[src/rtl/pkg_en.sv]
// Shared ElectronNest types for the external-memory port: flow tokens, command record and FSM states.
// The FTk .i index field only carries data when LD_INDEX_EN is defined.
package pkg_en;

    localparam int WIDTH_EXADDR      = 16;
    localparam int WIDTH_DATA        = 32;
    localparam int WIDTH_INDEX       = 16;
    localparam int WIDTH_LEN_MAX     = 32;
    localparam int LD_FIFO_DEPTH_DEF = 4;

    typedef struct packed {
        logic                   v;
        logic                   a;
        logic                   r;
        logic                   c;
        logic [WIDTH_INDEX-1:0] i;
        logic [WIDTH_DATA-1:0]  d;
    } FTk_t;

    typedef struct packed {
        logic n;
        logic t;
        logic v;
        logic c;
    } BTk_t;

    typedef struct packed {
        logic                     st;
        logic [WIDTH_EXADDR-1:0]  base;
        logic [WIDTH_LEN_MAX-1:0] len;
    } mem_cmd_t;

    typedef enum logic [2:0] {
        IDLE,
        LOAD,
        LDRAIN,
        STORE,
        DONE
    } fsm_mem_port_t;

    // Word address of a burst element; wraps modulo 2^WIDTH_EXADDR.
    function automatic logic [WIDTH_EXADDR-1:0] addr_offset(
        input logic [WIDTH_EXADDR-1:0]  base,
        input logic [WIDTH_LEN_MAX-1:0] off
    );
        return base + off[WIDTH_EXADDR-1:0];
    endfunction

endpackage

[src/rtl/ext_mem_ld_fifo.sv]
// Synchronous FIFO of FTk_t tokens buffering load responses before they enter the array.
// DEPTH must be a power of two; head reads as all-zero when the FIFO is empty.
module ext_mem_ld_fifo
    import pkg_en::*;
#(
    parameter int DEPTH = LD_FIFO_DEPTH_DEF
) (
    input  logic                     clock,
    input  logic                     reset,
    input  logic                     push,
    input  FTk_t                     push_tok,
    input  logic                     pop,
    output FTk_t                     head,
    output logic                     full,
    output logic                     empty,
    output logic [$clog2(DEPTH):0]   count
);

    localparam int AW = $clog2(DEPTH);
    localparam int CW = AW + 1;

    FTk_t          mem [DEPTH];
    logic [AW-1:0] wr_ptr;
    logic [AW-1:0] rd_ptr;
    logic          do_push;
    logic          do_pop;

    assign empty   = (count == '0);
    assign full    = (count == CW'(DEPTH));
    assign do_push = push & ~full;
    assign do_pop  = pop & ~empty;
    assign head    = empty ? '0 : mem[rd_ptr];

    always_ff @(posedge clock) begin
        if (do_push) begin
            mem[wr_ptr] <= push_tok;
        end
    end

    always_ff @(posedge clock or negedge reset) begin
        if (!reset) begin
            wr_ptr <= '0;
            rd_ptr <= '0;
            count  <= '0;
        end else begin
            if (do_push) begin
                wr_ptr <= wr_ptr + 1'b1;
            end
            if (do_pop) begin
                rd_ptr <= rd_ptr + 1'b1;
            end
            case ({do_push, do_pop})
                2'b10:   count <= count + 1'b1;
                2'b01:   count <= count - 1'b1;
                default: count <= count;
            endcase
        end
    end

endmodule

[src/rtl/ext_mem_port_ctrl.sv]
// Initiator for the ElectronNest external-memory load/store interface (loads stream into the array, stores stream out).
// Define LD_INDEX_EN to carry the burst word offset in the FTk .i field.
module ext_mem_port_ctrl
    import pkg_en::*;
#(
    parameter int LD_FIFO_DEPTH = LD_FIFO_DEPTH_DEF,
    parameter int WIDTH_LEN     = 16
) (
    input  logic                    clock,
    input  logic                    reset,
    input  logic                    I_Cmd_Valid,
    input  logic                    I_Cmd_St,
    input  logic [WIDTH_EXADDR-1:0] I_Cmd_Base,
    input  logic [WIDTH_LEN-1:0]    I_Cmd_Len,
    output logic                    O_Cmd_Ready,
    output logic                    O_Done,
    output logic                    O_Ld_Req,
    output logic [WIDTH_EXADDR-1:0] O_Ld_Addr,
    input  FTk_t                    I_Ld_FTk,
    output BTk_t                    O_Ld_BTk,
    output FTk_t                    O_FTk,
    input  BTk_t                    I_BTk,
    input  FTk_t                    I_FTk,
    output BTk_t                    O_BTk,
    output logic                    O_St_Req,
    output logic [WIDTH_EXADDR-1:0] O_St_Addr,
    output FTk_t                    O_St_FTk,
    input  BTk_t                    I_St_BTk
);

    localparam int CW = $clog2(LD_FIFO_DEPTH) + 1;

    fsm_mem_port_t           state;
    mem_cmd_t                cmd_in;
    logic [WIDTH_EXADDR-1:0] base_q;
    logic [WIDTH_LEN-1:0]    len_q;
    logic [WIDTH_LEN-1:0]    issued;
    logic [WIDTH_LEN-1:0]    committed;
    logic                    inflight;
    logic [WIDTH_LEN-1:0]    inflight_off;
    logic                    cmd_ready_q;
    logic                    done_q;
    logic                    ld_req;
    logic                    ld_ret;
    logic                    ld_pop;
    FTk_t                    push_tok;
    FTk_t                    fifo_head;
    logic                    fifo_full;
    logic                    fifo_empty;
    logic [CW-1:0]           fifo_count;
    FTk_t                    st_reg;
    FTk_t                    st_tok_in;
    logic                    st_commit;
    logic                    st_take;
    logic                    arr_stall;
    logic                    unused_bits;

    assign cmd_in = '{st: I_Cmd_St, base: I_Cmd_Base, len: WIDTH_LEN_MAX'(I_Cmd_Len)};

    // Credit counts the response still on the wire so a return can always be pushed.
    assign ld_req    = (state == LOAD) && (issued < len_q)
                       && ((CW'(inflight) + fifo_count) < CW'(LD_FIFO_DEPTH));
    assign ld_ret    = inflight & I_Ld_FTk.v;
    assign ld_pop    = ~fifo_empty & ~I_BTk.n;
    assign st_commit = st_reg.v & ~I_St_BTk.n;
    assign st_take   = (state == STORE) & I_FTk.v & ~arr_stall;

    always_comb begin
        push_tok   = '0;
        push_tok.v = 1'b1;
        push_tok.a = (inflight_off == '0);
        push_tok.r = (inflight_off == len_q - WIDTH_LEN'(1));
        push_tok.d = I_Ld_FTk.d;
`ifdef LD_INDEX_EN
        push_tok.i = WIDTH_INDEX'(inflight_off);
`endif
        st_tok_in = I_FTk;
`ifndef LD_INDEX_EN
        st_tok_in.i = '0;
`endif
    end

    always_comb begin
        arr_stall = 1'b0;
        case (state)
            STORE:              arr_stall = (st_reg.v & I_St_BTk.n)
                                            | ((committed + WIDTH_LEN'(st_reg.v)) == len_q);
            LOAD, LDRAIN, DONE: arr_stall = 1'b1;
            default:            arr_stall = 1'b0;
        endcase
    end

    ext_mem_ld_fifo #(
        .DEPTH (LD_FIFO_DEPTH)
    ) u_ld_fifo (
        .clock    (clock),
        .reset    (reset),
        .push     (ld_ret),
        .push_tok (push_tok),
        .pop      (ld_pop),
        .head     (fifo_head),
        .full     (fifo_full),
        .empty    (fifo_empty),
        .count    (fifo_count)
    );

    assign O_Cmd_Ready = cmd_ready_q;
    assign O_Done      = done_q;
    assign O_Ld_Req    = ld_req;
    assign O_Ld_Addr   = ld_req ? addr_offset(base_q, WIDTH_LEN_MAX'(issued)) : '0;
    assign O_Ld_BTk    = '{n: fifo_full, t: 1'b0, v: 1'b0, c: 1'b0};
    assign O_FTk       = fifo_head;
    assign O_BTk       = '{n: arr_stall, t: 1'b0, v: 1'b0, c: 1'b0};
    assign O_St_Req    = st_reg.v;
    assign O_St_FTk    = st_reg;
    assign O_St_Addr   = st_reg.v ? addr_offset(base_q, WIDTH_LEN_MAX'(committed)) : '0;
    assign unused_bits = ^{cmd_in, I_Ld_FTk, I_BTk, I_FTk, I_St_BTk};

    // Ready and Done are registered so both read 0 while reset is held.
    always_ff @(posedge clock or negedge reset) begin
        if (!reset) begin
            state        <= IDLE;
            base_q       <= '0;
            len_q        <= '0;
            issued       <= '0;
            committed    <= '0;
            inflight     <= 1'b0;
            inflight_off <= '0;
            st_reg       <= '0;
            cmd_ready_q  <= 1'b0;
            done_q       <= 1'b0;
        end else begin
            inflight    <= ld_req;
            cmd_ready_q <= 1'b0;
            done_q      <= 1'b0;
            if (ld_req) begin
                inflight_off <= issued;
                issued       <= issued + WIDTH_LEN'(1);
            end
            if (st_commit) begin
                committed <= committed + WIDTH_LEN'(1);
            end
            if (st_take) begin
                st_reg <= st_tok_in;
            end else if (st_commit) begin
                st_reg <= '0;
            end
            case (state)
                IDLE: begin
                    if (I_Cmd_Valid && cmd_ready_q) begin
                        base_q    <= cmd_in.base;
                        len_q     <= I_Cmd_Len;
                        issued    <= '0;
                        committed <= '0;
                        if (I_Cmd_Len == '0) begin
                            state  <= DONE;
                            done_q <= 1'b1;
                        end else begin
                            state <= cmd_in.st ? STORE : LOAD;
                        end
                    end else begin
                        cmd_ready_q <= 1'b1;
                    end
                end
                LOAD: begin
                    if (issued == len_q) begin
                        state <= LDRAIN;
                    end
                end
                LDRAIN: begin
                    if (fifo_empty && !inflight) begin
                        state  <= DONE;
                        done_q <= 1'b1;
                    end
                end
                STORE: begin
                    if (committed == len_q) begin
                        state  <= DONE;
                        done_q <= 1'b1;
                    end
                end
                DONE: begin
                    state       <= IDLE;
                    cmd_ready_q <= 1'b1;
                end
                default: state <= IDLE;
            endcase
        end
    end

endmodule

[config.mk]
export PLATFORM = sky130hd
export DESIGN_NAME = ext_mem_port_ctrl
export DESIGN_NICKNAME = d
export VERILOG_FILES = /design/src/rtl/pkg_en.sv /design/src/rtl/ext_mem_ld_fifo.sv /design/src/rtl/ext_mem_port_ctrl.sv
export SDC_FILE = /design/constraint.sdc
export NUM_CORES = 1
export LEC_CHECK = 0
export CAP_MARGIN = 10
export CORE_UTILIZATION = 40
export CTS_BUF_LIST = sky130_fd_sc_hd__clkbuf_2
export DETAILED_ROUTE_END_ITERATION = 7
export PLACE_DENSITY = 0.62
export SYNTH_ARGS = -nofsm -noshare
export SYNTH_HDL_FRONTEND = slang
export SYNTH_SLANG_ARGS = --single-unit
[constraint.sdc]
create_clock -name clock -period 4.9 [get_ports clock]
set_input_delay 0.735 -clock clock [delete_from_list [all_inputs] [get_ports clock]]
set_output_delay 0.735 -clock clock [all_outputs]
set_load 0.01 [all_outputs]
==> results.txt <==
* Slew margin rel.: 0.2493
- For the pin with the worst max-slew slack, the measured transition is 1.120 ns.
- Summing every instance area after synthesis gives 14460 um2.
- Post-DP HPWL: 25980 um
- Die width: 192.1 um
* Die Area: 36900 um2
- Result of the run: finished clean
* Area of combinational cells with multiple inputs: 6606 um2
- Setup repair after global routing missed its margin: false
* Initial cell density of the core: 0.4064
- CTS Root Cell: clkbuf_2
- Total core area: 35570 um2
- The clock reaches the later pin of the worst-skew pair after 0.90 ns.
- EDFF count, synth: 136
* Flip-flop and latch count after synthesis: 265
* Number of DRC markers after the initial detailed-route iteration: 581
- CP cell instances: ha_1 > fa_1 > a21o_1 > a211oi_2 > nor3_1 > a221oi_2 > a21oi_2 > a31oi_1 > xnor2_1 > and2_1 > clkdlybuf4s50_1
- Y dimension of the die: 192.1 um
* Area overhead of the layout relative to synthesis: 21.88%
* Power per cell area: 517.6 nW/um2
- The detail route stage leaves a number of antenna-violating nets equal to 0.
* Clock sinks: 265
* Worst-path clk slew: 0.09 ns
- Clock tree from TritonCTS: yes
* Avg Cell Area, Syn: 10.92 um2
- In the routed design, unresolved DRC markers number 0.
- The slowest stage of the critical path belongs to the cell clkdlybuf4s50_1.
- Data on the critical path is required at its endpoint by 4.16 ns.
* Global-route wire length before repair: 56500 um
- Number of optimization iterations in the first detailed-route pass: 5
* Startpoint kind of the worst setup timing path: flip-flop
* Tcrit/Tclk final: 0.9455
- Summed over all layers, the global routing overflow is 0.
- Summed over all cells, the static leakage comes to 7.024 nW.
- Routability cong.: 0.8681
* Number of vias in the routed layout: 10710
- Top_reg_cell synth: edfxtp_1
- Of all flip-flops after synthesis, the portion carrying an async set or reset was 0.4868.
- Level count of the clock H-tree: 3
- Post-synth top area share: 0.2825
- In the post-synthesis netlist, the biggest area contributors are edfxtp_1, dfrtp_1, nand2_1.
- Total wirelength of the detailed-routed design: 36880 um
- VDD sags by at most 0.3746 mV.
- Deepest clock path buffer count: 3
- Among all cell types in the netlist, the one instantiated most often is nand2_1.
- Detailed-route wire length per cell: 17.72 um
- Setup total negative slack: 0 ns
- Entering global routing, the biggest net connects 72 pins.
- Std cell rows: 69
* Ports placed on the boundary: 296
- Post-Place Setup Slack: 0.9180 ns
* Utilization after layout: 0.4954
- Final Critical Period: 4.633 ns
- Along the worst path, the maximum fanout reaches 3.
- Arrival time reported for the critical path endpoint: 3.90 ns
* Vias in the first global route: 10510
* Longest individual stage delay on the worst path: 0.53 ns
- Critical path start-end classification: flip-flop to output port
- Across every metal layer, demand over resource in global routing totals 0.1992.
- YS warnings: 0
- Post-layout worst setup margin: 0.2670 ns
- Number of maximum-capacitance violations: 0
* Setup-failing EPs final: 0
- edfxtp_1 takes more of the synthesized area than any other cell.
* Final hold vios: 0
- Share of post-route cells with drive strength above 1: 0.1224
* Library cells used by synthesis: 63
- Across the whole layout, storage elements account for 7322 um2.
- Max frequency: 215.8 MHz
* Classification of the worst-slack hold path: input pin to flip-flop
- Sequential-to-total area share from yosys stat: 0.5058
- Clock Skew: 0.08534 ns
- The number of clock buffers added by TritonCTS is 74.
- Total of fill cells in the finished design: 3280
- Ranked by instance count, the synthesized netlist is headed by nand2_1, edfxtp_1, dfrtp_1, nor2_1, xnor2_1.
* Final count of pins violating max slew: 0
- Endpoint kind of the worst setup timing path: output port
* Number of vias per cell: 5.145
* Antenna violations before repair: 2
* # port buffers: 215
- Counting every instance in the synthesized netlist gives 1324.
* Final net count: 1773
-- per-stage QoR --
stage | total power, W | std cells | cell area (um2) | hold WS (ns)
6_report | 0.009120 | 2081 | 17620 | 0.3670
3_5_place_dp | 0.007635 | 1950 | 16910 | 0.5044
5_1_grt | 0.009813 | 2080 | 17620 | 0.2885
3_3_place_gp | 0.007566 | 1950 | 16910 | 0.4919
4_1_cts | 0.009226 | 2079 | 17580 | 0.2638
2_1_floorplan | 0.005937 | 1362 | 14600 | 0.4394
-- layout by cell type (no fill, tap or decap), types with 23 or more instances in the layout --
master,count
and2_1,59
nand3_1,31
conb_1,39
xor2_1,38
nor3_1,23
ha_1,56
mux2i_1,40
o221ai_1,35
buf_4,23
clkdlybuf4s50_1,214
xnor2_1,64
dfrtp_1,121
inv_1,33
edfxtp_1,136
clkbuf_2,102
a21oi_1,31
nor2_1,76
mux4_2,34
nand2_1,223
o21ai_0,47
-- worst paths after layout --
path	startpoint	to	slack, ns	cells after the start
min	I_Cmd_Base[4]	base_q[4]$_DFFE_PN0P_	0.37	3
max	base_q[0]$_DFFE_PN0P_	O_St_Addr[14]	0.27	11
min in group asynchronous	reset	O_St_FTk[20]$_DFFE_PN0P_	0.43	2
max in group asynchronous	reset	u_ld_fifo.rd_ptr[0]$_DFFE_PN0P_	3.36	3
max reg2reg	committed[8]$_DFF_PN0_	O_St_FTk[28]$_DFFE_PN0P_	1.57	9
min reg2reg	O_St_FTk[21]$_DFFE_PN0P_	O_St_FTk[21]$_DFFE_PN0P_	0.52	2
-- registers in the layout, summed over array words and instances (netlist names) --
| name | flops |
|---|---|
| u_ld_fifo.mem | 136 |
| O_St_FTk | 35 |
| base_q | 16 |
| committed | 16 |
| inflight_off | 16 |
| issued | 16 |
| len_q | 16 |
| state | 3 |
| u_ld_fifo.count | 3 |
| u_ld_fifo.rd_ptr | 2 |
| u_ld_fifo.wr_ptr | 2 |
| O_Cmd_Ready | 1 |
| O_Done | 1 |
| O_St_Req | 1 |
| inflight | 1 |
-- layout make-up --
type                            instances  area share
Inverter                               33    0.007030
Antenna cell                            2   0.0002841
Sequential cell                       265      0.4156
Multi-Input combinational cell        953      0.3749
Clock inverter                         26    0.007385
Clock buffer                          102     0.02897
Timing Repair Buffer                  239      0.1331
Tap cell                              461     0.03274
-- where the power goes --
group | internal, W | total [W] | switching [W]
Sequential | 0.00280 | 0.00340 | 0.000603
Clock | 0.000615 | 0.00153 | 0.000915
Combinational | 0.00213 | 0.00419 | 0.00206
-- critical path: cells and delay by family, from the launching register on --
| family | cells | cell delay (ns) |
|---|---|---|
| DFF | 1 | 0.43 |
| AOI/OAI and AO/OA | 5 | 0.97 |
| buffers and inverters | 1 | 0.53 |
| xor gates and xnor gates | 1 | 0.17 |
| adders and majority gates | 2 | 0.64 |
| and+or+nand+nor | 2 | 0.26 |
-- per-layer routing --
layer	vias up	wire length, um	share of wire	global-route usage
met3	63	2194	0.059	0.04349
met5	-	0	0	0
met2	331	17120	0.46	0.3149
li1	5167	-	-	-
met1	5145	16640	0.45	0.2658
met4	0	920	0.025	0.07904
-- kinds of logic (layout without fill, tap and decap cells) --
family                     after synthesis  after routing  synth area share
and+or+nand+nor                        511            511            0.1689
AOI/OAI and AO/OA                      167            167           0.07712
muxes                                   75             75           0.08144
adders and majority gates               59             59           0.05262
xor gates and xnor gates               102            102           0.06180
other                                    1             41         0.0002594
buffers and inverters                  144            400           0.05202
DFF                                    265            265            0.5058
-- repair_timing --
action	CTS	global route
endpoints found under the setup margin	4	7
hold buffers	1	0
buffers inserted	0	0
gates resized for setup	6	12
pin swaps	1	1
endpoints found under the hold margin	47	0
Power figures use the tool's default switching activity.
